[config.mk]
export PLATFORM = sky130hd
export DESIGN_NAME = multicycle_alu_flat
export DESIGN_NICKNAME = d
export VERILOG_FILES = /design/src/rtl/multicycle_alu_if.sv /design/src/rtl/multicycle_alu.sv /design/src/flat_wrapper.sv
export SDC_FILE = /design/constraint.sdc
export NUM_CORES = 1
export LEC_CHECK = 0
export ABC_AREA = 1
export CAP_MARGIN = 0
export CELL_PAD_IN_SITES_DETAIL_PLACEMENT = 0
export CELL_PAD_IN_SITES_GLOBAL_PLACEMENT = 1
export CORE_MARGIN = 2
export CORE_UTILIZATION = 31
export CTS_CLUSTER_DIAMETER = 200
export DETAILED_ROUTE_END_ITERATION = 7
export HOLD_SLACK_MARGIN = 0.12
export PLACE_DENSITY = 0.64
export SYNTH_ARGS = -nofsm -noshare
export SYNTH_HDL_FRONTEND = slang
export SYNTH_SLANG_ARGS = --single-unit
[constraint.sdc]
create_clock -name clk -period 4.25 [get_ports clk]
set_input_delay 0.85 -clock clk [delete_from_list [all_inputs] [get_ports clk]]
set_output_delay 0.85 -clock clk [all_outputs]
set_load 0.03 [all_outputs]
[src/rtl/multicycle_alu_if.sv]
// multicycle_alu_if: request/result handshake bundle for multicycle_alu
interface multicycle_alu_if #(parameter int WIDTH = 32);
  logic             inValid;
  logic             inReady;
  logic [3:0]       operation;
  logic [WIDTH-1:0] operand1;
  logic [WIDTH-1:0] operand2;
  logic             outValid;
  logic             outReady;
  logic [WIDTH-1:0] result;
  logic             zeroFlag;
  logic             divByZero;
  logic             illegalOp;
  modport master (
    output inValid, operation, operand1, operand2, outReady,
    input  inReady, outValid, result, zeroFlag, divByZero, illegalOp
  );
  modport slave (
    input  inValid, operation, operand1, operand2, outReady,
    output inReady, outValid, result, zeroFlag, divByZero, illegalOp
  );
endinterface

[src/rtl/multicycle_alu.sv]
// multicycle_alu: handshaked ALU with single-cycle ops plus iterative shift-add multiply and restoring divide
module multicycle_alu #(
  parameter int WIDTH         = 32,
  parameter bit ENABLE_MULDIV = 1'b1
) (
  input logic              clk,
  input logic              rst_n,
  multicycle_alu_if.slave  bus
);
  localparam int SW = $clog2(WIDTH);
  typedef enum logic [1:0] {IDLE, MUL, DIV, DONE} state_t;
  state_t           state, state_n;
  logic [SW-1:0]    cnt, cnt_n, sh;
  logic [WIDTH-1:0] a, a_n, b, b_n, acc, acc_n, res, res_n, alu, mul_acc, rem_new, quo_new;
  logic [WIDTH:0]   sub;
  logic             rem_op, rem_op_n, ld, zf, dz, dz_n, il, il_n, ill, last, is_div;
  assign sh      = bus.operand2[SW-1:0];
  assign is_div  = bus.operation == 4'h3 || bus.operation == 4'hC;
  assign ill     = bus.operation > 4'hC || (!ENABLE_MULDIV && (bus.operation == 4'h2 || is_div));
  assign last    = cnt == SW'(WIDTH - 1);
  assign mul_acc = acc + (b[0] ? a : '0);
  assign sub     = {acc, a[WIDTH-1]} - {1'b0, b};
  assign rem_new = sub[WIDTH] ? {acc[WIDTH-2:0], a[WIDTH-1]} : sub[WIDTH-1:0];
  assign quo_new = {a[WIDTH-2:0], ~sub[WIDTH]};
  assign bus.inReady   = state == IDLE;
  assign bus.outValid  = state == DONE;
  assign bus.result    = res;
  assign bus.zeroFlag  = zf;
  assign bus.divByZero = dz;
  assign bus.illegalOp = il;
  always_comb begin
    case (bus.operation)
      4'h0:    alu = bus.operand1 + bus.operand2;
      4'h1:    alu = bus.operand1 - bus.operand2;
      4'h4:    alu = bus.operand1 << sh;
      4'h5:    alu = bus.operand1 >> sh;
      4'h6:    alu = $signed(bus.operand1) >>> sh;
      4'h7:    alu = bus.operand1 & bus.operand2;
      4'h8:    alu = bus.operand1 | bus.operand2;
      4'h9:    alu = bus.operand1 ^ bus.operand2;
      4'hA:    alu = {{(WIDTH-1){1'b0}}, $signed(bus.operand1) < $signed(bus.operand2)};
      4'hB:    alu = {{(WIDTH-1){1'b0}}, bus.operand1 < bus.operand2};
      default: alu = '0;
    endcase
  end
  always_comb begin
    state_n  = state;
    cnt_n    = cnt;
    a_n      = a;
    b_n      = b;
    acc_n    = acc;
    rem_op_n = rem_op;
    res_n    = res;
    dz_n     = dz;
    il_n     = il;
    ld       = 1'b0;
    case (state)
      IDLE: if (bus.inValid) begin
        a_n      = bus.operand1;
        b_n      = bus.operand2;
        acc_n    = '0;
        cnt_n    = '0;
        rem_op_n = bus.operation == 4'hC;
        dz_n     = 1'b0;
        il_n     = ill;
        if (ill) begin
          state_n = DONE;
          ld      = 1'b1;
          res_n   = '0;
        end else if (bus.operation == 4'h2) begin
          state_n = MUL;
        end else if (is_div) begin
          state_n = bus.operand2 == '0 ? DONE : DIV;
          ld      = bus.operand2 == '0;
          dz_n    = bus.operand2 == '0;
          res_n   = bus.operand2 != '0 ? res : bus.operation == 4'hC ? bus.operand1 : '1;
        end else begin
          state_n = DONE;
          ld      = 1'b1;
          res_n   = alu;
        end
      end
      MUL: begin
        acc_n   = mul_acc;
        a_n     = a << 1;
        b_n     = b >> 1;
        cnt_n   = cnt + 1'b1;
        state_n = last ? DONE : MUL;
        ld      = last;
        res_n   = last ? mul_acc : res;
      end
      DIV: begin
        acc_n   = rem_new;
        a_n     = quo_new;
        cnt_n   = cnt + 1'b1;
        state_n = last ? DONE : DIV;
        ld      = last;
        res_n   = !last ? res : rem_op ? rem_new : quo_new;
      end
      DONE:    state_n = bus.outReady ? IDLE : DONE;
      default: state_n = IDLE;
    endcase
  end
  always_ff @(posedge clk) begin
    if (!rst_n) begin
      state  <= IDLE;
      cnt    <= '0;
      a      <= '0;
      b      <= '0;
      acc    <= '0;
      rem_op <= 1'b0;
      res    <= '0;
      zf     <= 1'b0;
      dz     <= 1'b0;
      il     <= 1'b0;
    end else begin
      state  <= state_n;
      cnt    <= cnt_n;
      a      <= a_n;
      b      <= b_n;
      acc    <= acc_n;
      rem_op <= rem_op_n;
      res    <= res_n;
      zf     <= ld ? res_n == '0 : zf;
      dz     <= dz_n;
      il     <= il_n;
    end
  end
endmodule

[src/flat_wrapper.sv]
// flat-port wrapper written by rule: the top's interface ports become plain ports
module multicycle_alu_flat 
#(
  parameter int WIDTH         = 32,
  parameter bit ENABLE_MULDIV = 1'b1
)
  (clk, rst_n, bus_inValid, bus_operation, bus_operand1, bus_operand2, bus_outReady, bus_inReady, bus_outValid, bus_result, bus_zeroFlag, bus_divByZero, bus_illegalOp);
  multicycle_alu_if #(.WIDTH(WIDTH)) bus_i ();
  input logic clk;
  input logic rst_n;
  input wire logic [$bits(bus_i.inValid)-1:0] bus_inValid;
  input wire logic [$bits(bus_i.operation)-1:0] bus_operation;
  input wire logic [$bits(bus_i.operand1)-1:0] bus_operand1;
  input wire logic [$bits(bus_i.operand2)-1:0] bus_operand2;
  input wire logic [$bits(bus_i.outReady)-1:0] bus_outReady;
  output wire logic [$bits(bus_i.inReady)-1:0] bus_inReady;
  output wire logic [$bits(bus_i.outValid)-1:0] bus_outValid;
  output wire logic [$bits(bus_i.result)-1:0] bus_result;
  output wire logic [$bits(bus_i.zeroFlag)-1:0] bus_zeroFlag;
  output wire logic [$bits(bus_i.divByZero)-1:0] bus_divByZero;
  output wire logic [$bits(bus_i.illegalOp)-1:0] bus_illegalOp;
  assign bus_i.inValid = bus_inValid;
  assign bus_i.operation = bus_operation;
  assign bus_i.operand1 = bus_operand1;
  assign bus_i.operand2 = bus_operand2;
  assign bus_i.outReady = bus_outReady;
  assign bus_inReady = bus_i.inReady;
  assign bus_outValid = bus_i.outValid;
  assign bus_result = bus_i.result;
  assign bus_zeroFlag = bus_i.zeroFlag;
  assign bus_divByZero = bus_i.divByZero;
  assign bus_illegalOp = bus_i.illegalOp;
  multicycle_alu #(.WIDTH(WIDTH), .ENABLE_MULDIV(ENABLE_MULDIV)) u_core (.clk(clk), .rst_n(rst_n), .bus(bus_i));
endmodule
Word-level counts from Yosys, hierarchy flattened
Cells that the tools add are included.

Output and inout port bits: 37. Flip-flop bits (word level): 139. Bits in writable memories: 0. Latch bits: 0. Word-level logic and storage cells: 94. Memories kept: 0. Memory bits (read-only): 0. Bits of input ports: 72.

Multiply operators: 0. Equality and inequality tests: 17. Shifts and indexed selects: 3. Multiplexer cells: 38. Bitwise operators: 4. Divide/modulo/power cells: 0. Reduce and logical (&&, ||, !) cells: 14. $add $sub $neg: 5. $lt $le $gt $ge: 3.

Operators with widths (number): $mux 32 (14); $pmux 32 s10 (1); $pmux 32 s3 (3); $add 32x32->32 (2); $logic_not 32->1 (2); $lt 32x32->1 (2); $pmux 32 s2 (1); $sub 33x32->33 (1); $and 32x32->32 (1); $or 32x32->32 (1); $reduce_bool 32->1 (1); $shl 32x5->32 (1); $shr 32x5->32 (1); $sshr 32x5->32 (1); $sub 32x32->32 (1); $xor 32x32->32 (1); $eq 4x4->1 const B (5); $eq 4x3->1 const B (4); $mux 2 (6); $pmux 5 s2 (1); $mux 1 (9); $eq 4x2->1 const B (2); $pmux 2 s4 (1); $reduce_and 2->1 (4); other kinds (16) (18).

Longest topological paths before layout
Depth in word-level cells: 9. Mapped depth: 32. Gate-level depth less buffers: 28.

Worst setup path before layout
Ideal clock, no wire load.

Kind: input-to-reg. Start point: in bus_operand2[4]. End point: reg u_core.zf, in the netlist u_core.bus.zeroFlag. Arrival: 3.784 ns. Path buffers: 4. Library setup time: 0.070 ns. Required time: 4.180 ns. Setup slack: 0.396 ns. Cell stages on the path: 27. Path through: buf_2 -> inv_2 -> clkbuf_1 -> clkbuf_1 -> ha_1 -> buf_2 -> inv_1 -> nand2_1 -> nor2_1 -> nand3_1 -> nand2_1 -> nand2_1 -> nand2_1 -> nand2_1 -> nand3_1 -> o21ai_0 -> o21ai_1 -> nand2_1 -> nand2_1 -> nand2_1 -> a21oi_1 -> nand3_1 -> nor2_1 -> nand2_1 -> nor2_1 -> nand3_1 -> a21oi_1.

Longest elaborated chain between the ends: 8. Elaborated cells between the ends (all ways): 25. Those cells by class: 2 x add/sub; 2 x order compare; 3 x shift; 12 x mux; 3 x bitwise; 3 x reduce/logical.

RTL lines: start, declared (RTL line flat_wrapper.sv:14) `input wire logic [$bits(bus_i.operand2)-1:0] bus_operand2;`; $sub 32x32->32 (tied with other cells) (RTL line multicycle_alu.sv:34) `4'h1: alu = bus.operand1 - bus.operand2;`; $pmux 32 s10 or $mux 32 (tied branches) (RTL line multicycle_alu.sv:32, multicycle_alu.sv:76); $mux 32 (RTL line multicycle_alu.sv:72) `end else if (is_div) begin`; $mux 32 (RTL line multicycle_alu.sv:70) `end else if (bus.operation == 4'h2) begin`; $mux 32 (RTL line multicycle_alu.sv:66) `if (ill) begin`; $mux 32 (RTL line multicycle_alu.sv:58) `IDLE: if (bus.inValid) begin`; $pmux 32 s3 (RTL line multicycle_alu.sv:57) `case (state)`; $logic_not 32->1 (RTL line multicycle_alu.sv:124) `zf <= ld ? res_n == '0 : zf;`; end signal, assigned (RTL line multicycle_alu.sv:124); end, declared (RTL line multicycle_alu.sv:16) `logic rem_op, rem_op_n, ld, zf, dz, dz_n, il, il_n, ill, last, is_div;`.

Parallel ways exist; a longest one is shown, timed or not. A chain may end at the register's enable or synchronous reset.

Worst setup path after layout
Start point: in bus_operand1[16]. End point: reg u_core.zf, in the netlist u_core.bus.zeroFlag.

Longest elaborated chain between the ends: 8. Elaborated cells between the ends (all ways): 19. Those cells by class: 2 x add/sub; 2 x order compare; 3 x shift; 8 x mux; 3 x bitwise; 1 x reduce/logical.

RTL lines: start, declared (RTL line flat_wrapper.sv:13) `input wire logic [$bits(bus_i.operand1)-1:0] bus_operand1;`; $sub 32x32->32 (tied with other cells) (RTL line multicycle_alu.sv:34); $pmux 32 s10 or $mux 32 (tied branches) (RTL line multicycle_alu.sv:32, multicycle_alu.sv:76); $mux 32 (*) (RTL line multicycle_alu.sv:72); $mux 32 (*) (RTL line multicycle_alu.sv:70); $mux 32 (*) (RTL line multicycle_alu.sv:66); $mux 32 (*) (RTL line multicycle_alu.sv:58); $pmux 32 s3 (*) (RTL line multicycle_alu.sv:57); $logic_not 32->1 (*) (RTL line multicycle_alu.sv:124).

Every way passes the cells marked *; elsewhere a longest branch is shown, timed or not.

==> impl_metrics.csv <==
group,metric,value,unit
floorplanning,start_util,31.17,%
setup_path,cp.arrival,4480,ps
pwr,p_per_area,232.9,nW/um^2
finish,syn_to_final_growth,29.56,%
timing,fmax,0.2440,GHz
finish,fin_util,40.38,%
synth,synthArstFlopShare,0,%
pwr,irDropWorstVdd,0.3110,mV
setup_path,worstSetupPathType,"input port to flop",
global_routing,grt_remaining_overflow,0,
timing,worst_slew_pin_slew,1182,ps
global_routing,grt_pass1_wl,199600,um
clock_network,path_clk_slew,80,ps
synth,ys_ff_latch,139,
clock_network,cts_buffers,17,
synth,synthCells,4411,
routing,wl_met1,57850,um
routing,drc,0,
synth,ys.warnings.count,0,
finish,layout_common_cells,"1,557 x nand2_1, 566 x nand3_1, 565 x buf_4, 556 x inv_1, 346 x nor2_1",
global_routing,grt_pass1_vias,29450,
global_routing,grt_usage,35.09,%
finish,design_area,29910,um^2
place,gp_congestion,1.126,
global_routing,antenna_found_initial,1,
routing,detail_route.wirelength,138700,um
hold_path,hold_path.class,"flop to flop",
synth,ys_types,58,
clock_network,insertion_delay,460,ps
place,dpl.hpwl,116100,um
status,status,"finished, final reports clean",
floorplanning,die_h,276.9,um
global_routing,grt_max_degree,92,
setup_path,worstPathRequired,4630,ps
setup_path,start_kind,"input port",
clock_network,cts.sinks,139,
clock_network,root_buffer,"clkbuf_16",
timing,drv_slew,0,
floorplanning,rows,100,
routing,vias_per_cell,5.346,
setup_path,cp_max_fo,7,
clock_network,clock_path_buffers,2,
floorplanning,dieArea,76670,um^2
routing,wl_met3,10850,um
finish,nFillCells,8515,
finish,sequential_cell_area,2783,um^2
finish,layout.nets,5181,
synth,postSynthAreaPerCell,5.234,um^2
timing,finalCritPeriodShare,96.43,%
clock_network,cts_htree_levels,4,
finish,multiInputGateArea,17490,um^2
place,placed_cell_area,29070,um^2
timing,finalHoldViolations,0,
timing,slew-limit-headroom,21.22,%
routing,dr.pass1.iters,6,
synth,syn-cell-area,23090,um^2
timing,whs,478.9,ps
clock_network,cts_hold_buf,0,
timing,fin_crit,4098,ps
synth,synth-edff-count,0,
routing,drt-initial-drc-count,3871,
routing,vias,31630,
timing,finClkSkew,19.59,ps
floorplanning,die_w,276.9,um
place,numPortBuffers,108,
routing,wire_per_inst,23.44,um
timing,rsz0062_at_grt,"false",
routing,met2_length,59220,um
finish,layout_commonest_cell,"nand2_1",
synth,synth_seq_area_share,12.05,%
setup_path,critPathCaptureType,"flop",
floorplanning,ioPinCount,109,
clock_network,cts_tree,"yes",
run,maxCapViolCount,0,
routing,ant_nets,0,
finish,finalNonFillerCells,5917,
pwr,p_leak,15.99,nW
synth,syn_nets,4658,
synth,synth-main-ff-cell,"dfxtp_1",
floorplanning,core,74070,um^2
place,dp.cells,5882,
finish,drive_above_1_share,15.04,%
routing,highest_layer,"met5",
timing,finalSetupViolations,0,
-- where the power goes --
group | switching, mW | leakage [nW] | internal, mW
Clock | 0.755 | 0.272 | 0.787
Sequential | 0.157 | 1.13 | 1.42
Combinational | 2.51 | 14.6 | 1.34
Total | 3.42 | 16.0 | 3.54
-- critical path: stages --
cell and delay (ps):
clkdlybuf4s50_1 590, inv_2 130, ha_2 450, nand2_1 130
nor2_2 140, inv_1 120, nor2_1 190, nand4_1 160
nand3_1 150, nand2_1 60, nand2_1 50, nor2_1 40
nor2_1 110, buf_4 150, nand2_1 50, nand2_1 60
nand2_1 50, nand2_1 70, nand2_1 50, a21oi_1 160
nand2_1 80, nor2_1 130, nand2_1 100, nor2_2 170
nand3_1 90, a21oi_1 120
-- what timing repair did --
item	in CTS	in global routing
resized for setup	0	71
endpoints found under the setup margin	0	1
setup buffers	0	2
-- per-layer routing --
metal / vias up / global-route usage [%]
li1: 15330 / -
met1: 14530 / 45.22
met4: 2 / 22.94
met3: 329 / 4.919
met5: - / 0
met2: 1448 / 54.68
-- cells in the mapped netlist (19+ instances only) --
master | number | area [um^2]
dfxtp_1 | 139 | 2783
ha_1 | 171 | 2140
nand3_1 | 571 | 2858
o21ai_0 | 152 | 760.7
nand4_1 | 49 | 306.5
a22oi_1 | 29 | 217.7
clkbuf_1 | 97 | 364.1
o22ai_1 | 25 | 156.4
buf_2 | 55 | 275.3
o211ai_1 | 26 | 195.2
nand2_1 | 1563 | 5867
nor3_1 | 30 | 150.1
nor2_1 | 361 | 1355
xnor2_1 | 22 | 192.7
inv_2 | 19 | 71.32
inv_1 | 563 | 2113
a21oi_1 | 252 | 1261
o21ai_1 | 31 | 155.2
a31oi_1 | 67 | 419.2
-- per-stage QoR --
stage	setup WS, ps	power (mW)	setup TNS [ps]
2_1_floorplan	395.5	3.554	0
3_3_place_gp	-448.8	5.325	-823.7
3_5_place_dp	-457.5	5.306	-878.4
4_1_cts	14.26	6.841	0
5_1_grt	4.255	7.327	0
6_report	151.8	6.966	0
-- path summary, 6_finish.rpt --
kind	from	endpoint	slack [ps]	cells after the start
setup / recovery	bus_operand1[16]	u_core.bus.zeroFlag	150	26
hold / removal	u_core.cnt[4]	u_core.cnt[4]	480	2
setup reg to reg	u_core.a[31]	u_core.bus.zeroFlag	230	25
hold reg to reg	u_core.cnt[4]	u_core.cnt[4]	480	2
-- kinds of logic (layout without fill, tap and decap cells) --
logic type	after synthesis	count (layout)	synth area share, %
other	0	1	0
adder cells (fa/ha/maj)	175	175	9.615
AND/OR/NAND/NOR	2639	2639	47.65
buffers and inverters	773	1309	13.20
AO/OA/AOI/OAI	656	656	16.38
flip-flops	139	139	12.05
XOR/XNOR	29	29	1.100
-- area by class of cell --
cell class | instances | share of cell area, %
diodes | 1 | 0.008366
clock buffers | 18 | 1.468
clock inverters | 14 | 0.4267
inverters | 587 | 7.388
multi-input cells | 3499 | 58.46
flip-flops and latches | 139 | 9.304
well taps | 969 | 4.054
repair buffers | 690 | 18.89
-- registers in the layout, indices dropped and copies added (netlist names) --
signal                count
u_core.bus.result        32
u_core.cnt                5
u_core.state              2
u_core.bus.divByZero      1
u_core.bus.illegalOp      1
u_core.acc               32
u_core.bus.zeroFlag       1
u_core.a                 32
u_core.rem_op             1
u_core.b                 32
Note: power is estimated with default switching activity, not from simulation.
